$ cat src/rtl/qmac_accum.sv
// qmac_accum: streaming dot-product accumulator with guard bits, N-bit saturation and a registered result stage.
// Optional macro QMAC_BIAS_EN adds a bias port whose value seeds the accumulator for every vector.
module qmac_accum #(
  parameter int N = 16,
  parameter int Q = 12,
  parameter int G = 8
) (
  input  logic         clk,
  input  logic         rst,
  input  logic         clr,
  input  logic         in_valid,
  output logic         in_ready,
  input  logic [N-1:0] in_data,
  input  logic         in_ovf,
  input  logic         in_last,
  output logic         out_valid,
  input  logic         out_ready,
  output logic [N-1:0] out_data,
  output logic         out_ovf
`ifdef QMAC_BIAS_EN
  ,
  input  logic [N-1:0] bias
`endif
);
  localparam int W = N + G;
  if (Q > N - 1) begin : g_q_chk
    $error("Q must leave room for the sign bit");
  end
  typedef enum logic {ACC, HOLD} state_t;
  state_t state_q;
  logic [W-1:0] acc_q, acc_d, acc_init;
  logic [W:0] sum_w;
  logic [N-1:0] out_data_q, res;
  logic ovf_q, out_valid_q, out_ovf_q, clamp, sat, fire;
`ifdef QMAC_BIAS_EN
  assign acc_init = {{G{bias[N-1]}}, bias};
`else
  assign acc_init = '0;
`endif
  assign in_ready  = state_q == ACC;
  assign fire      = in_valid & in_ready;
  assign out_valid = out_valid_q;
  assign out_data  = out_data_q;
  assign out_ovf   = out_ovf_q;
  // One extra bit exposes guard overflow; clamp back into the W-bit range.
  assign sum_w = {acc_q[W-1], acc_q} + {{(G+1){in_data[N-1]}}, in_data};
  assign clamp = sum_w[W] ^ sum_w[W-1];
  assign acc_d = clamp ? {sum_w[W], {(W-1){~sum_w[W]}}} : sum_w[W-1:0];
  assign sat   = acc_d[W-1:N-1] != {(G+1){acc_d[W-1]}};
  assign res   = sat ? {acc_d[W-1], {(N-1){~acc_d[W-1]}}} : acc_d[N-1:0];
  always_ff @(posedge clk or posedge rst) begin
    if (rst) begin
      state_q     <= ACC;
      acc_q       <= acc_init;
      ovf_q       <= 1'b0;
      out_valid_q <= 1'b0;
      out_data_q  <= '0;
      out_ovf_q   <= 1'b0;
    end else if (clr) begin
      state_q     <= ACC;
      acc_q       <= acc_init;
      ovf_q       <= 1'b0;
      out_valid_q <= 1'b0;
      out_data_q  <= '0;
      out_ovf_q   <= 1'b0;
    end else begin
      if (fire && !in_last) begin
        acc_q <= acc_d;
        ovf_q <= ovf_q | in_ovf | clamp;
      end
      if (fire && in_last) begin
        out_data_q  <= res;
        out_ovf_q   <= ovf_q | in_ovf | clamp | sat;
        out_valid_q <= 1'b1;
        state_q     <= HOLD;
        acc_q       <= acc_init;
        ovf_q       <= 1'b0;
      end
      if (state_q == HOLD && out_valid_q && out_ready) begin
        out_valid_q <= 1'b0;
        state_q     <= ACC;
      end
    end
  end
endmodule

$ cat config.mk
export PLATFORM = sky130hd
export DESIGN_NAME = qmac_accum
export DESIGN_NICKNAME = d
export VERILOG_FILES = /design/src/rtl/qmac_accum.sv
export SDC_FILE = /design/constraint.sdc
export NUM_CORES = 1
export LEC_CHECK = 0
export CAP_MARGIN = 40
export CORE_ASPECT_RATIO = 0.75
export CORE_UTILIZATION = 45
export DETAILED_ROUTE_END_ITERATION = 8
export GPL_ROUTABILITY_DRIVEN = 0
export PLACE_DENSITY = 0.63
export SYNTH_ARGS = -nofsm -noshare
export SYNTH_HDL_FRONTEND = slang
export SYNTH_SLANG_ARGS = --single-unit
$ cat constraint.sdc
create_clock -name clk -period 5.2 [get_ports clk]
set_input_delay 1.04 -clock clk [delete_from_list [all_inputs] [get_ports clk]]
set_output_delay 1.04 -clock clk [all_outputs]
set_load 0.02 [all_outputs]
==> reports/qor.yml <==
global_routing:
  grt_max_degree: 44
  grt_pass1_vias: 3203
  overflow: 0
  groute.usage.overall: 0.247
  antenna_found_initial: 0
  grt_pass1_wl_um: 16400
layout:
  postLayoutCoreUtil: 0.554
  num-fill-cells: 706
  final_common_cell: "a21oi_1"
  final_layout_size_suffix_gt1_frac: 0.122
  layout.nets: 497
  area_growth_pct: 15.8
  layout_common_cells: "a21oi_1 (55), nand2_1 (51), dfrtp_1 (43), clkdlybuf4s50_1 (41), o21ai_0 (34)"
  design_area_mm2: 0.00419
  antennaDiodeCount: 0
clock_tree:
  clock_path_buffers: 2
  clockRootBuffer: "clkbuf_8"
  numClockSinks: 43
  numCtsBuffers: 5
  clock_latency_ns: 0.30
  hold_buffers: 0
  post_cts_buffers: 0
  htreeDepth: 2
  cts_resized: 0
  cts_tree: "done"
  cts.reportedPaths.clkPinSlew_ns: 0.09
route:
  drtPass1Iterations: 6
  wirelength_um: 9810
  drt_iter0_drc: 257
  vias: 3366
  ant_nets: 0
  drt-wirelength-per-cell_um: 17.8
  viasPerCell: 6.11
  route.detailed.drc: 0
yosys:
  synth_cell_types: 74
  synth-seq-cells: 43
  syn_nets: 462
  syn_avg_cell_area_um2: 8.74
  yosys_warnings: 0
  async_flop_share: 1.00
  synth_ff_type: "dfrtp_1"
  syn-cell-area_mm2: 0.00362
  synth_cells: 414
  synth_edf_count: 0
  seq_area_frac_synth: 0.297
place:
  pre_cts_slack_ns: 0.348
  portBuffers: 41
  dpl.hpwl_um: 7500
  place_area_mm2: 0.00408
pwr:
  ir_worst_vdd_uv: 141
  pwr_density_cell_mw_per_mm2: 311
  power_mw: 1.30
  p_leak_nw: 1.76
die:
  start_util: 0.478
  dieHeight_um: 79.7
  row_count: 27
  fp.dieW_um: 106
  io_pins: 42
  fp.dieArea_mm2: 0.00841
  core_area_mm2: 0.00757
sta:
  final.setup.tns_ns: 0
  slew_headroom: 0.582
  period_share: 0.878
  grt_setup_unrepaired: "false"
  hold_viol: 0
  worst_pin_slew_ns: 0.628
  maxSlewViolCount: 0
  finalSetupViolations: 0
  fmax_mhz: 219
  setup_ws_ns: 0.635
  fin_skew_ns: 0.0106
  min_period_ns: 4.57
setup_path:
  critPathMaxFanout: 15
  timing_worst_setup_path_type: "primary input to register"
  endpoint_kind: "register"
  critPathLaunchType: "primary input"
  required_ns: 5.37
  critical_path_arrival_ns: 4.73
run_status:
  status: "finished clean"
job:
  drv_cap: 0
hold_path:
  hold_class: "register to register"
[final cells by class]
type | instances | area (um2) | area share
multi-input combinational | 344 | 2380 | 0.569
sequential | 43 | 1080 | 0.257
timing repair buffer | 49 | 470 | 0.112
tap | 101 | 126 | 0.0302
clock buffer | 5 | 68.8 | 0.0164
clock inverter | 3 | 43.8 | 0.0105
inverter | 6 | 22.5 | 0.00537
[state kept, by name (all words and copies together) (netlist names)]
name / count
acc_q: 24
out_data: 16
out_ovf: 1
out_valid: 1
ovf_q: 1
[logic make-up (layout without fill, tap and decap cells)]
group / Yosys count / after routing / synth area share
compound gates: 181 / 181 / 0.363
simple gates: 122 / 122 / 0.161
flops: 43 / 43 / 0.297
buf+inv: 27 / 63 / 0.0446
fa+ha+maj: 25 / 25 / 0.0885
xor+xnor: 14 / 14 / 0.0391
mux: 2 / 2 / 0.00588
[per-layer routing]
metal  vias to the layer above  part of all wire  GRT usage
met2                       124              0.43      0.393
li1                       1633                 -          -
met5                         -                 0          0
met4                         0            0.0063     0.0444
met1                      1602              0.50      0.363
met3                         7             0.058     0.0294
[report_power, final]
part | switching [mW] | internal [mW]
Sequential | 0.0238 | 0.373
Clock | 0.129 | 0.143
Combinational | 0.392 | 0.243
[cell usage after synthesis, types with 3 or more instances]
cell,count,share of area
ha_1,24,0.083
o21ai_1,4,0.0055
o22ai_1,3,0.0052
nand2_1,51,0.053
and3_1,4,0.0069
inv_1,6,0.0062
nand4_1,5,0.0086
o211ai_1,6,0.012
buf_2,6,0.0083
and2_1,6,0.010
a22o_1,3,0.0073
xnor2_1,7,0.017
a21o_1,7,0.015
a211oi_1,5,0.010
o21ai_0,34,0.047
nor2_1,27,0.028
a21oi_2,6,0.015
dfrtp_1,43,0.30
nand3_1,8,0.011
clkbuf_1,6,0.0062
a31oi_1,3,0.0052
xor2_1,6,0.015
o31ai_1,9,0.019
buf_6,6,0.019
a21oi_1,55,0.076
o31ai_2,9,0.031
[through the flow]
stage | hold WS (ns) | instances
after floorplan | 0.450 | 414
after global placement | 0.466 | 542
after detailed placement | 0.475 | 543
after CTS | 0.497 | 551
after global routing | 0.517 | 551
final | 0.491 | 551
[path summary, 6_finish.rpt]
check                             from          end  slack (ns)  depth (start not counted)
min reg2reg                   acc_q[9]     acc_q[9]        0.49                          2
min                           acc_q[9]     acc_q[9]        0.49                          2
max                        in_data[15]  out_data[0]        0.63                         11
max in group asynchronous          rst     acc_q[1]        3.64                          3
min in group asynchronous          rst    out_valid        1.16                          3
max reg2reg                   acc_q[0]  out_data[0]        1.44                         11
[worst max-delay path, cell delays in order]
cell and delay, ns:
clkdlybuf4s50_1 0.60, ha_1 0.50, a21oi_1 0.24, o21ai_1 0.14, a221oi_1 0.45, nor2_1 0.12
or3_1 0.50, xnor2_4 0.27, o31ai_1 0.17, a31oi_4 0.54, o31ai_1 0.15
Note: power is estimated with default switching activity, not from simulation.
